--- src/rtl/kpn_adder_node.sv ---
// N-input KPN adder node: per-channel FIFOs feed a one-deep valid/rd output stage.
// Optional build macro KPN_SATURATE_EN: clamp overflowing sums to all ones instead of wrapping.
module kpn_adder_node #(
  parameter int unsigned N_CH  = 2,
  parameter int unsigned WIDTH = 16,
  parameter int unsigned DEPTH = 4,
  parameter int unsigned CNT_W = 16
) (
  input  logic                  clk,
  input  logic                  rst_n,
  input  logic [N_CH-1:0]       wr,
  input  logic [N_CH*WIDTH-1:0] entry,
  output logic [N_CH-1:0]       full,
  input  logic                  rd,
  output logic [WIDTH-1:0]      output_1,
  output logic                  valid,
  output logic [CNT_W-1:0]      fire_count,
  output logic                  overflow
);

  localparam int unsigned AW   = $clog2(DEPTH);
  localparam int unsigned SumW = WIDTH + $clog2(N_CH);
  localparam logic [AW:0] FullCnt = (AW+1)'(DEPTH);

  typedef enum logic [0:0] {StIdle, StHold} state_e;

  state_e            state_q, state_d;
  logic [WIDTH-1:0]  out_q, out_d;
  logic [CNT_W-1:0]  fc_q, fc_d;
  logic              ovf_q, ovf_d;

  logic [N_CH-1:0]   nonempty;
  logic [WIDTH-1:0]  head [N_CH];
  logic              can_accept;
  logic              fire;
  logic [SumW-1:0]   sum_full;
  logic              sum_ovf;
  logic [WIDTH-1:0]  sum_out;

  assign valid      = (state_q == StHold);
  assign can_accept = !valid || rd;
  assign fire       = (&nonempty) && can_accept;

  for (genvar g = 0; g < N_CH; g++) begin : g_ch
    logic [WIDTH-1:0] mem_q [DEPTH];
    logic [AW-1:0]    wptr_q, rptr_q;
    logic [AW:0]      cnt_q;
    logic             push;

    // Full is sampled before any same-cycle pop, so a write to a full FIFO is always dropped.
    assign push        = wr[g] && (cnt_q != FullCnt);
    assign full[g]     = (cnt_q == FullCnt);
    assign nonempty[g] = (cnt_q != '0);
    assign head[g]     = mem_q[rptr_q];

    always_ff @(posedge clk or negedge rst_n) begin
      if (!rst_n) begin
        wptr_q <= '0;
        rptr_q <= '0;
        cnt_q  <= '0;
      end else begin
        if (push) wptr_q <= wptr_q + 1'b1;
        if (fire) rptr_q <= rptr_q + 1'b1;
        if (push && !fire)      cnt_q <= cnt_q + 1'b1;
        else if (!push && fire) cnt_q <= cnt_q - 1'b1;
      end
    end

    always_ff @(posedge clk) begin
      if (push) mem_q[wptr_q] <= entry[g*WIDTH +: WIDTH];
    end
  end

  always_comb begin
    sum_full = '0;
    for (int i = 0; i < N_CH; i++) begin
      sum_full = sum_full + SumW'(head[i]);
    end
  end

  assign sum_ovf = |sum_full[SumW-1:WIDTH];

`ifdef KPN_SATURATE_EN
  assign sum_out = sum_ovf ? '1 : sum_full[WIDTH-1:0];
`else
  assign sum_out = sum_full[WIDTH-1:0];
`endif

  always_comb begin
    state_d = state_q;
    out_d   = out_q;
    fc_d    = fc_q;
    ovf_d   = ovf_q;
    unique case (state_q)
      StIdle: if (fire) state_d = StHold;
      StHold: if (rd && !fire) state_d = StIdle;
      default: state_d = StIdle;
    endcase
    if (fire) begin
      out_d = sum_out;
      fc_d  = fc_q + 1'b1;
      if (sum_ovf) ovf_d = 1'b1;
    end
  end

  always_ff @(posedge clk or negedge rst_n) begin
    if (!rst_n) begin
      state_q <= StIdle;
      out_q   <= '0;
      fc_q    <= '0;
      ovf_q   <= 1'b0;
    end else begin
      state_q <= state_d;
      out_q   <= out_d;
      fc_q    <= fc_d;
      ovf_q   <= ovf_d;
    end
  end

  assign output_1   = out_q;
  assign fire_count = fc_q;
  assign overflow   = ovf_q;

endmodule

--- config.mk ---
export PLATFORM = sky130hd
export DESIGN_NAME = kpn_adder_node
export DESIGN_NICKNAME = d
export VERILOG_FILES = /design/src/rtl/kpn_adder_node.sv
export SDC_FILE = /design/constraint.sdc
export NUM_CORES = 1
export LEC_CHECK = 0
export ABC_AREA = 1
export BUFFER_PORTS_ARGS = -buffer_cell sky130_fd_sc_hd__buf_2
export CAP_MARGIN = 10
export CORE_MARGIN = 2
export CORE_UTILIZATION = 30
export CTS_CLUSTER_SIZE = 25
export DETAILED_ROUTE_END_ITERATION = 7
export PLACE_DENSITY_LB_ADDON = 0.12
export SETUP_SLACK_MARGIN = 0.3
export SLEW_MARGIN = 20
export SYNTH_ARGS = -nofsm -noshare
export SYNTH_HDL_FRONTEND = slang
export SYNTH_SLANG_ARGS = --single-unit
export TNS_END_PERCENT = 1
--- constraint.sdc ---
create_clock -name clk -period 2.2 [get_ports clk]
set_input_delay 0.33 -clock clk [delete_from_list [all_inputs] [get_ports clk]]
set_output_delay 0.33 -clock clk [all_outputs]
set_load 0.005 [all_outputs]
# After elaboration in Yosys (flattened, before gate mapping)
# Memory sizes are Yosys's and may differ from the RTL's.
# Cells that the tools add are included.
# classes
addsub	10
eq_ne	4
n_mux	11
bitwise_logic	1
n_reduce_logical	19
# op_table
cell	n
adder 16 x 16 -> 17 bit	1
adder 16 x 1 -> 16 bit, second input constant	1
2-to-1 mux 3 bit	4
adder 2 x 1 -> 2 bit, second input constant	4
logical AND 1 bit	8
adder 3 x 1 -> 3 bit, second input constant	2
== test 3 bit, second input constant	2
2-to-1 mux 1 bit	6
!= test 3 bit, second input constant	2
nonzero test 3 bit	2
subtractor 3 x 1 -> 3 bit, second input constant	2
logical NOT 1 bit	4
AND reduction 2 bit	2
nonzero test 2 bit	2
one-hot mux 1 bit (2 select lines)	1
logical OR 1 bit	1
inverter 1 bit	1
# totals
regBits	48
mem_bits_rw	128
input_bits	37
out_inout_bits	36
wordCells	57
memories	2
# memory_table
name	words	width	read_ports	rd_clocked_by_memory_dff	write_ports	line	source
g_ch[0].mem_q	4	16	1	0	1	45	logic [WIDTH-1:0] mem_q [DEPTH];
g_ch[1].mem_q	4	16	1	0	1	45	

# Logic depth before layout (Yosys ltp)
# logic_depth
depth_word	7
mapped_depth	17
depth_no_buf	15

# Least setup slack after synthesis
# Ideal clock, no wire load.
# synth_path
path_type	register -> register
from	register g_ch[1].rptr_q[0]
to	register out_q[12] (netlist: output_1[12])
setup_time_ps	117
arrival_time_ps	2197
required_ps	2083
path_slack_ps	-114
stages_incl_launch_ff	17
path_cell_list	dfrtp_1 buf_2 inv_1 clkbuf_1 nor2_1 o22ai_1 ha_1 inv_1 fa_1 inv_1 nand3_1 nand3_1 nand3_1 nand3_1 nand2_1 nand3_1 nand2_1
# synth_between
elab_chain_len	2
# synth_lines
item	line	source
start: declaration	46	logic [AW-1:0] wptr_q, rptr_q;
start signal: assignment	63	if (fire) rptr_q <= rptr_q + 1'b1;
memory (4 x 16 bit)	n/a	
adder 16 x 16 -> 17 bit	77	sum_full = sum_full + SumW'(head[i]);
end signal: assignment	114	out_q <= out_d;
end: declaration	28	logic [WIDTH-1:0] out_q, out_d;
# Every way passes these cells.
# A chain may end at the register's enable or synchronous reset.

# Worst setup path after layout
# layout_path
from	register g_ch[1].rptr_q[0]
to	register ovf_q (netlist: overflow)
# layout_between
elab_chain_len	3
# layout_lines
item	line	source
memory (4 x 16 bit)	n/a	
adder 16 x 16 -> 17 bit	77	
AND reduction 2 bit (no source line)	n/a	
end signal: assignment	116	ovf_q <= ovf_d;
end: declaration	30	logic ovf_q, ovf_d;
# Every way passes these cells.

==> flow_summary.ini <==
[routing]
wl_mm = 19.6
postRouteAntennaNets = 0
wl_per_cell_um = 15.5
initialDrtViolationCount = 270
via_count = 5693
avgViaCountPerCell = 4.52
drc_errors = 0
dr.pass1.iters = 4

[outcome]
violations = negative setup slack
outcome = finished with violations

[worst_hold_path]
hold_class = in2async

[synth]
ys.warnings.count = 0
seq_area_frac_synth = 0.635
synth_top_area_share = 0.484
synthTopCellsByCount = nand2_1 (152), edfxtp_1 (128), nor2_1 (96)
synth.most_common_cell = nand2_1
synth-edff-count = 128
yosys.area.top_type = edfxtp_1
synth_async_sr_flop_share = 0.273
synth_cells = 750
synth_ff_type = edfxtp_1
synthDistinctLibCells = 32
ys_ff_latch = 176
syn_avg_cell_area_um2 = 10.6
syn-num-nets = 817
netlist_area_um2 = 7940
synth_area_leaders = edfxtp_1 (48%), dfrtp_1 (15%), nand2_1 (7.2%)

[critical_path]
critPathLaunch = g_ch[1].rptr_q[0]$_DFFE_PN0P_
rr_startpoint = g_ch[1].rptr_q[0]$_DFFE_PN0P_
r2r.worst_path.cells = 16
startpoint_type = flip-flop
crit_end = overflow$_DFFE_PN0P_
max_stage_delay_ps = 510
critPathKind = reg2reg
crit_chain = buf_6 -> buf_6 -> o21ai_4 -> o22ai_2 -> ha_2 -> inv_2 -> fa_2 -> inv_2 -> nand3_2 -> nand3_4 -> nand2_2 -> nand3_2 -> nand2_1 -> nand2_1 -> nand2_1 -> nand2_1
crit_required_ps = 2570
r2r-end = overflow$_DFFE_PN0P_
critPathSlowestCell = dfrtp_2
r2r_slack_ps = -100
cp_data_arrival_time_ps = 2670
critPathMostFrequentCell = nand2_1
crit_fanout = 7
end_kind = flip-flop

[cells_and_area]
nets = 979
drive_above_1_share = 0.307
diodes = 0
fillers = 2593
multi_input_area_um2 = 2910
seq_area_um2 = 5050
areaGrowthSynthToFinish_pct = 30.3

[timing]
drv_slew = 0
finalCritPeriodShare = 1.05
fin_worst_skew_ps = 5.72
timing.final.ws_setup_ps = -105
fin_tns_setup_ps = -936
hold_viol = 0
worstMarginPinSlew_ps = 701
setup_viol = 13
max_clock_freq_ghz = 0.434
min_period_ps = 2300
max-slew-margin-rel = 0.533
rsz0062_at_grt = yes

[clocking]
root_buffer = clkbuf_16
cts_buffer_depth = 2
cts_hold_buf = 0
clock-sinks = 176
htree_levels = 4
clk-insertion-delay-late_ps = 420
clkTransAtPathRegs_ps = 70
cts_made_buffers = 17
cts_tree = done

[global_routing]
antenna_found_initial = 0
grt_pass1_vias = 5653
grt_util_all_layers = 0.144
grt_pass1_wl_mm = 30.7
grt_overflow = 0
grt_max_degree = 49

[die]
rows = 59
fp.dieArea_um2 = 27800
start_util = 0.305
ioPinCount = 73
die_x_um = 167
die_h_um = 167
core_um2 = 26100

[power_and_ir_drop]
ir_drop_mv = 0.833
p_per_area_nw_per_um2 = 1810
p_leak_nw = 4.37
total_power_mw = 18.7

[placed_design]
post-dp-hpwl_mm = 13.2
io_buffers = 72
gp_congestion = 0.767

[job]
drv_cap = 0
repair_timing:
action	4_1_cts	5_1_grt
buffers inserted	12	2
setup endpoints to repair	19	22
cloned	2	0
pin swaps	38	22
resized for setup	71	35
placed cells by master (no fill, tap or decap), types with 5 or more instances in the layout:
master and count:
nand2_1 135, o22ai_2 10, clkbuf_16 17, ha_4 11, inv_1 66, dfrtp_1 44, o21ai_1 14, nand2_2 15
a21oi_1 9, ha_1 15, xnor2_1 6, nand3_1 19, xor2_1 17, inv_2 7, nor2_1 93, buf_4 80
buf_6 9, buf_2 73, o22ai_1 20, o21ai_0 58, nor3_1 5, edfxtp_1 128
per-layer routing:
layer  vias to the layer above  part of all wire  global-route usage
met3                         9             0.039              0.0356
met2                        91              0.49               0.242
met1                      2728              0.46               0.188
li1                       2865                 -                   -
met4                         0            0.0090              0.0371
met5                         -                 0                   0
final cells by class:
cell class / instances / area share
well taps: 335 / 0.0405
flip-flops and latches: 176 / 0.488
inverters: 78 / 0.0300
repair inverters: 1 / 0.000605
clock buffers: 18 / 0.0415
repair buffers: 164 / 0.107
multi-input cells: 474 / 0.281
clock inverters: 14 / 0.0115
flip-flops by register name, summed over array words and instances (netlist names):
signal / flops
valid: 1
g_ch.rptr_q: 4
g_ch.mem_q: 128
fire_count: 16
overflow: 1
output_1: 16
g_ch.cnt_q: 6
g_ch.wptr_q: 4
critical path, delay by kind of cell (launching register included):
family                     cells  cell delay, ps
adders and majority gates      2             580
and+or+nand+nor                8             550
DFF                            1             510
buffers and inverters          4             370
AOI/OAI and AO/OA              2             240
worst min-delay path by stage:
stage                             start                          to  cells after the start
3_3_place_gp   output_1[11]$_DFFE_PN0P_    output_1[11]$_DFFE_PN0P_                      2
4_1_cts                           rst_n  fire_count[14]$_DFFE_PN0P_                      2
6_report                          rst_n  fire_count[14]$_DFFE_PN0P_                      2
5_1_grt                           rst_n   fire_count[5]$_DFFE_PN0P_                      2
2_1_floorplan                     rst_n   fire_count[0]$_DFFE_PN0P_                      0
3_5_place_dp   output_1[10]$_DFFE_PN0P_    output_1[10]$_DFFE_PN0P_                      2
stage by stage:
stage               instance area [µm²]  instances  setup slack (ps)  hold WS (ps)   util
finish                            10300       1260              -105          39.2  0.397
global route                      10300       1260              -269          84.1  0.397
CTS                               10200       1258             -82.1          49.5  0.392
detailed placement                 9270       1212              -266           461  0.356
global placement                   9270       1212              -237           462  0.356
floorplan                          8040        750               148          34.4      -
kinds of logic after synthesis:
logic type / synth area share
buffers and inverters: 0.0491
XOR/XNOR: 0.0265
AO/OA/AOI/OAI: 0.0819
multiplexers: 0.00284
AND/OR/NAND/NOR: 0.154
adder cells (fa/ha/maj): 0.0501
flip-flops: 0.635
power by group:
part | internal, mW | switching [mW]
sequential | 4.51 | 0.453
combinational | 4.91 | 6.00
clock | 1.55 | 1.27
Note: power is estimated with default switching activity, not from simulation.
